[src/rtl/adc_scan_sequencer.sv]
// adc_scan_sequencer: scans the ADC channels enabled in chan_mask over SPI.
// Each sample is tagged with its channel and streamed on a valid/ready port.
// The newest sample of every channel is also kept in a shadow bank.
// The ADC is pipelined: the data clocked in during a frame belongs to the
// address sent in the previous frame. The first frame after idle is therefore
// a dummy frame.
module adc_scan_sequencer #(
  parameter int NCH        = 8,
  parameter int ADDR_W     = 3,
  parameter int DATA_W     = 12,
  parameter int FRAME_BITS = 16,
  parameter int SCLK_DIV   = 4
) (
  input  logic              clk,
  input  logic              resetn,
  input  logic              enable,
  input  logic [NCH-1:0]    chan_mask,
  output logic              sclk,
  output logic              cs_n,
  output logic              mosi,
  input  logic              miso,
  output logic [DATA_W-1:0] sample_data,
  output logic [ADDR_W-1:0] sample_chan,
  output logic              sample_valid,
  input  logic              sample_ready,
  output logic              overrun,
  output logic              busy,
  input  logic [ADDR_W-1:0] rd_chan,
  output logic [DATA_W-1:0] rd_data
);

  localparam int DIV_W    = $clog2(SCLK_DIV);
  localparam int HALF_W   = $clog2(2 * FRAME_BITS);
  localparam int ADDR_LSB = FRAME_BITS - 2 - ADDR_W;
  localparam logic [DIV_W-1:0]  LAST_DIV  = DIV_W'(SCLK_DIV - 1);
  localparam logic [HALF_W-1:0] LAST_HALF = HALF_W'(2 * FRAME_BITS - 1);
  localparam logic [HALF_W-1:0] LAST_LOW  = HALF_W'(2 * FRAME_BITS - 2);

  typedef enum logic [1:0] {IDLE, CS_SETUP, SHIFT, CS_HOLD} state_t;

  state_t              state, state_next;
  logic [DIV_W-1:0]    div_cnt, div_next;
  logic [HALF_W-1:0]   half_cnt, half_next;
  logic                frame_start, go_idle, sclk_fall, sclk_rise, scan_req;
  logic                pick_found;
  logic [ADDR_W-1:0]   pick_idx, pick_addr;
  logic [ADDR_W-1:0]   next_ptr, cur_addr, prev_addr;
  logic [FRAME_BITS-1:0] tx_shift;
  logic [DATA_W-1:0]   rx_shift;
  logic                first_frame, frame_dummy, done_pulse;
  logic [DATA_W-1:0]   bank [NCH];

  assign scan_req = enable && (|chan_mask);

  // Pick the first enabled channel at or after the pointer, wrapping at NCH-1
  always_comb begin
    pick_addr  = next_ptr;
    pick_found = 1'b0;
    pick_idx   = '0;
    for (int k = 0; k < NCH; k++) begin
      pick_idx = ADDR_W'((int'(next_ptr) + k) % NCH);
      if (!pick_found && chan_mask[pick_idx]) begin
        pick_found = 1'b1;
        pick_addr  = pick_idx;
      end
    end
  end

  // Next-state logic: frame timing, plus the sclk edge strobes for the datapath
  always_comb begin
    state_next  = state;
    div_next    = div_cnt;
    half_next   = half_cnt;
    frame_start = 1'b0;
    go_idle     = 1'b0;
    sclk_fall   = 1'b0;
    sclk_rise   = 1'b0;
    unique case (state)
      IDLE: begin
        if (scan_req) begin
          state_next  = CS_SETUP;
          div_next    = '0;
          frame_start = 1'b1;
        end
      end
      CS_SETUP: begin
        if (div_cnt == LAST_DIV) begin
          state_next = SHIFT;
          div_next   = '0;
          half_next  = '0;
          sclk_fall  = 1'b1;
        end else begin
          div_next = div_cnt + 1'b1;
        end
      end
      SHIFT: begin
        if (div_cnt == LAST_DIV) begin
          div_next = '0;
          if (half_cnt == LAST_HALF) begin
            state_next = CS_HOLD;
          end else begin
            half_next = half_cnt + 1'b1;
            sclk_fall = half_cnt[0];
            sclk_rise = !half_cnt[0];
          end
        end else begin
          div_next = div_cnt + 1'b1;
        end
      end
      CS_HOLD: begin
        if (div_cnt == LAST_DIV) begin
          div_next = '0;
          if (scan_req) begin
            state_next  = CS_SETUP;
            frame_start = 1'b1;
          end else begin
            state_next = IDLE;
            go_idle    = 1'b1;
          end
        end else begin
          div_next = div_cnt + 1'b1;
        end
      end
      default: state_next = IDLE;
    endcase
  end

  // State register; the SPI control pins are registered so they cannot glitch
  always_ff @(posedge clk) begin
    if (!resetn) begin
      state    <= IDLE;
      div_cnt  <= '0;
      half_cnt <= '0;
      sclk     <= 1'b1;
      cs_n     <= 1'b1;
      busy     <= 1'b0;
    end else begin
      state    <= state_next;
      div_cnt  <= div_next;
      half_cnt <= half_next;
      if (sclk_fall) begin
        sclk <= 1'b0;
      end else if (sclk_rise) begin
        sclk <= 1'b1;
      end
      cs_n <= !(state_next == CS_SETUP || state_next == SHIFT);
      busy <= (state_next != IDLE);
    end
  end

  // Shift registers, channel pointers and dummy-frame tracking
  always_ff @(posedge clk) begin
    if (!resetn) begin
      next_ptr    <= '0;
      cur_addr    <= '0;
      prev_addr   <= '0;
      tx_shift    <= '0;
      rx_shift    <= '0;
      mosi        <= 1'b0;
      first_frame <= 1'b1;
      frame_dummy <= 1'b1;
      done_pulse  <= 1'b0;
    end else begin
      done_pulse <= sclk_rise && (half_cnt == LAST_LOW) && !frame_dummy;
      if (frame_start) begin
        cur_addr    <= pick_addr;
        prev_addr   <= cur_addr;
        next_ptr    <= ADDR_W'((int'(pick_addr) + 1) % NCH);
        tx_shift    <= FRAME_BITS'(pick_addr) << ADDR_LSB;
        frame_dummy <= first_frame;
        first_frame <= 1'b0;
      end
      if (go_idle) begin
        first_frame <= 1'b1;
      end
      if (sclk_fall) begin
        mosi     <= tx_shift[FRAME_BITS-1];
        tx_shift <= {tx_shift[FRAME_BITS-2:0], 1'b0};
      end
      if (sclk_rise) begin
        rx_shift <= {rx_shift[DATA_W-2:0], miso};
      end
    end
  end

  // Sample delivery: the bank is always written; the stream drops the sample if the consumer stalls
  always_ff @(posedge clk) begin
    if (!resetn) begin
      for (int i = 0; i < NCH; i++) begin
        bank[i] <= '0;
      end
      sample_data  <= '0;
      sample_chan  <= '0;
      sample_valid <= 1'b0;
      overrun      <= 1'b0;
      rd_data      <= '0;
    end else begin
      overrun <= 1'b0;
      if (sample_valid && sample_ready) begin
        sample_valid <= 1'b0;
      end
      if (done_pulse) begin
        bank[prev_addr] <= rx_shift;
        if (!sample_valid || sample_ready) begin
          sample_data  <= rx_shift;
          sample_chan  <= prev_addr;
          sample_valid <= 1'b1;
        end else begin
          overrun <= 1'b1;
        end
      end
      if (int'(rd_chan) < NCH) begin
        rd_data <= bank[rd_chan];
      end else begin
        rd_data <= '0;
      end
    end
  end

endmodule

[config.mk]
export PLATFORM = sky130hd
export DESIGN_NAME = adc_scan_sequencer
export DESIGN_NICKNAME = d
export VERILOG_FILES = /design/src/rtl/adc_scan_sequencer.sv
export SDC_FILE = /design/constraint.sdc
export NUM_CORES = 1
export LEC_CHECK = 0
export CAP_MARGIN = 20
export CORE_UTILIZATION = 25
export DETAILED_ROUTE_END_ITERATION = 16
export GPL_ROUTABILITY_DRIVEN = 0
export PLACE_DENSITY_LB_ADDON = 0.25
export RECOVER_POWER = 50
export SLEW_MARGIN = 25
export SYNTH_ARGS = -nofsm -noshare
export SYNTH_HDL_FRONTEND = slang
export SYNTH_SLANG_ARGS = --single-unit
[constraint.sdc]
create_clock -name clk -period 4.6 [get_ports clk]
set_input_delay 0.92 -clock clk [delete_from_list [all_inputs] [get_ports clk]]
set_output_delay 0.92 -clock clk [all_outputs]
set_load 0.02 [all_outputs]
==> out/results.tsv <==
stage	metric	value	unit
run_status	outcome	finished, final reports clean	
power	p_per_area	422	nW/um2
sta	fmax	266	MHz
grt	overflow	0	
sta	skew	0.0165	ns
yosys	yosysSeqAreaShare	0.534	
floorplanning	rows	65	
yosys	syn_avg_cell_area	11.3	um2
yosys	yosysUniqueCellTypes	63	
drt	drc	0	
yosys	synthFlopType	edfxtp_1	
yosys	synth_top_family_by_area	simple AND/OR/NAND/NOR gates	
drt	via_count	5205	
cts	cts_setup_buffers	0	
sta	relSlewSlack	0.106	
yosys	yosysTopAreaCell	edfxtp_1	
hold_path	whs_endpoint	done_pulse	
cts	clk_pin_slew_worst_paths	0.07	ns
drt	antenna_left	0	
setup_path	slowest_stage	ha_1	
hold_path	hp-start	frame_dummy	
grt	grt_max_degree	31	
setup_path	path_buf_inv	1	
yosys	syn_area	8060	um2
setup_path	cp_cell_sequence	inv_1 > ha_1 > mux4_2 > mux2i_2 > and2_4 > a21boi_1 > and3_1 > a311o_1 > nand2_1 > ha_1 > nor3_1 > nand3_1 > nand3_1	
power	ir_worst_vdd	0.000254	V
setup_path	critPathArrivalTime	4.12	ns
drt	drtIter0Drc	227	
setup_path	rr_worst_depth	13	
cts	numClockSinks	167	
run	max-cap-violations	0	
cells_and_area	syn2layout_area_growth	18.0	%
place	dp_hpwl	12700	um
floorplanning	die_area	33000	um2
place	io_buffers	48	
setup_path	required	4.97	ns
setup_path	critPathLaunchType	flip-flop	
yosys	synth_edf_count	96	
sta	layout_min_cycle_time	3.76	ns
yosys	yosys_warnings	0	
yosys	muxShareOfSynthArea	0.135	
cts	cts_buffers	17	
yosys	yosys.area.top_type_share	0.358	
yosys	synthXorXnorAreaFrac	0.00636	
drt	routed_wl	18500	um
yosys	synth_compound_area_frac	0.0917	
setup_path	max_stage_delay	0.70	ns
cells_and_area	mostFrequentLayoutCell	edfxtp_1	
sta	worst_slew_pin_slew	1.34	ns
cts	cts.repair.resized	0	
cts	clock-root-buffer	clkbuf_16	
sta	finalSetupViolations	0	
setup_path	critPathTopFamily	multiplexers	
floorplanning	core_area	31600	um2
setup_path	worstSetupPathType	reg2reg	
sta	finalMaxSlewViolations	0	
floorplanning	initial_core_util	0.255	
yosys	synthArstFlopShare	0	
floorplanning	die_height	182	um
sta	fin_crit_sh	0.817	
sta	setup_tns	0	ns
hold_path	hp-class	reg2reg	
grt	grt_usage	0.118	
grt	grt_pass1_wl	30000	um
yosys	synth_nets	744	
setup_path	r2r-end	next_ptr[2]	
setup_path	reg2reg_from	next_ptr[0]	
cts	hold_buffers	0	
cells_and_area	nNetsFinal	773	
cells_and_area	mostFrequentLayoutCells	96 x edfxtp_1, 89 x nand2_1, 89 x and2_1, 71 x dfxtp_1, 49 x a21oi_1	
power	p_leak	3.31	nW
hold_path	min_path_cells	1	
floorplanning	fp.dieW	182	um
drt	avgRoutedWirePerCell	16.0	um
sta	hold-worst-slack	0.425	ns
cts	clk_path_buf_depth	2	
cells_and_area	drive_gt1_frac	0.115	
cells_and_area	antennaDiodeCount	0	
setup_path	cp_max_fo	15	
grt	grt_antenna_before_repair	1	
grt	grt_pass1_vias	5327	
yosys	syn_inst	715	
setup_path	worst-r2r-setup-slack	0.84	ns
sta	rsz0062_at_grt	false	
cts	clk_latency	0.43	ns
yosys	synth_fa_ha_area_frac	0.0202	
cells_and_area	n_fill_cell	3185	
sta	hold_viol	0	
yosys	synth-seq-cells	167	
yosys	synth_area_leaders	edfxtp_1 36%, dfxtp_1 18%, mux4_2 9.2%	
cts	htree_levels	4	
drt	via_per_inst	4.49	
yosys	synth_simple_gate_area_frac	0.177	
drt	drt_first_pass_iters	4	
setup_path	cp-end-kind	flip-flop	
floorplanning	io_pins	49	
cts	cts_tree	done	
==> cell usage after synthesis (9+ instances only) <==
cell	n
mux4_2	33
dfxtp_1	71
edfxtp_1	96
nand3_1	12
o21ai_0	17
inv_1	15
and2_1	98
a21oi_1	49
nand2b_1	9
clkbuf_1	40
nand2_1	89
ha_1	13
nor2_1	40
mux2i_1	28
==> stage by stage <==
| step | utilization | power, mW | setup WS, ns | std cells | instance area [um2] |
|---|---|---|---|---|---|
| finish | 0.301 | 4.02 | 0.844 | 1159 | 9510 |
| global route | 0.301 | 4.20 | 0.501 | 1159 | 9510 |
| CTS | 0.302 | 4.06 | 0.822 | 1159 | 9550 |
| detailed placement | 0.282 | 2.57 | 0.644 | 1127 | 8920 |
| global placement | 0.282 | 2.57 | 0.688 | 1127 | 8920 |
| floorplan | - | 2.36 | 1.32 | 715 | 8060 |
==> how the worst max path moves through the flow <==
stage               cells past startpoint           to    startpoint  slack [ns]
global placement                       12  next_ptr[2]  chan_mask[3]        0.69
detailed placement                     12  next_ptr[2]  chan_mask[3]        0.64
CTS                                    13  next_ptr[2]   next_ptr[0]        0.82
finish                                 13  next_ptr[2]   next_ptr[0]        0.84
global route                           13  next_ptr[2]   next_ptr[0]        0.50
floorplan                              16  next_ptr[2]   next_ptr[1]        1.32
==> layout make-up <==
class | instances | area, um2 | area share
sequential | 167 | 4300 | 0.453
multi-input combinational | 479 | 3470 | 0.364
tap | 402 | 503 | 0.0529
clock buffer | 18 | 450 | 0.0474
inverter | 16 | 60.1 | 0.00631
timing repair buffer | 63 | 554 | 0.0583
clock inverter | 14 | 174 | 0.0183
==> logic make-up (layout without fill, tap and decap cells) <==
| family | Yosys count | after routing |
|---|---|---|
| AO/OA/AOI/OAI | 115 | 115 |
| XOR/XNOR | 5 | 5 |
| adder cells (fa/ha/maj) | 13 | 13 |
| buffers and inverters | 69 | 111 |
| flip-flops | 167 | 167 |
| multiplexers | 66 | 66 |
| AND/OR/NAND/NOR | 280 | 280 |
==> flip-flops by register name (all words and copies together), names as in the netlist, 5 cells and up <==
name,flops
sample_data,12
half_cnt,5
bank,96
rx_shift,12
tx_shift,5
rd_data,12
==> layer usage <==
metal | share of wire | GRT usage
met1 | 0.50 | 0.160
met2 | 0.46 | 0.188
met3 | 0.023 | 0.0227
met4 | 0.011 | 0.0383
met5 | 0 | 0
==> power by group <==
| part | switching [mW] | internal, mW |
|---|---|---|
| sequential | 0.0499 | 1.65 |
| clock | 0.683 | 0.812 |
| combinational | 0.462 | 0.355 |
| total | 1.19 | 2.82 |
Power figures use the tool's default switching activity.
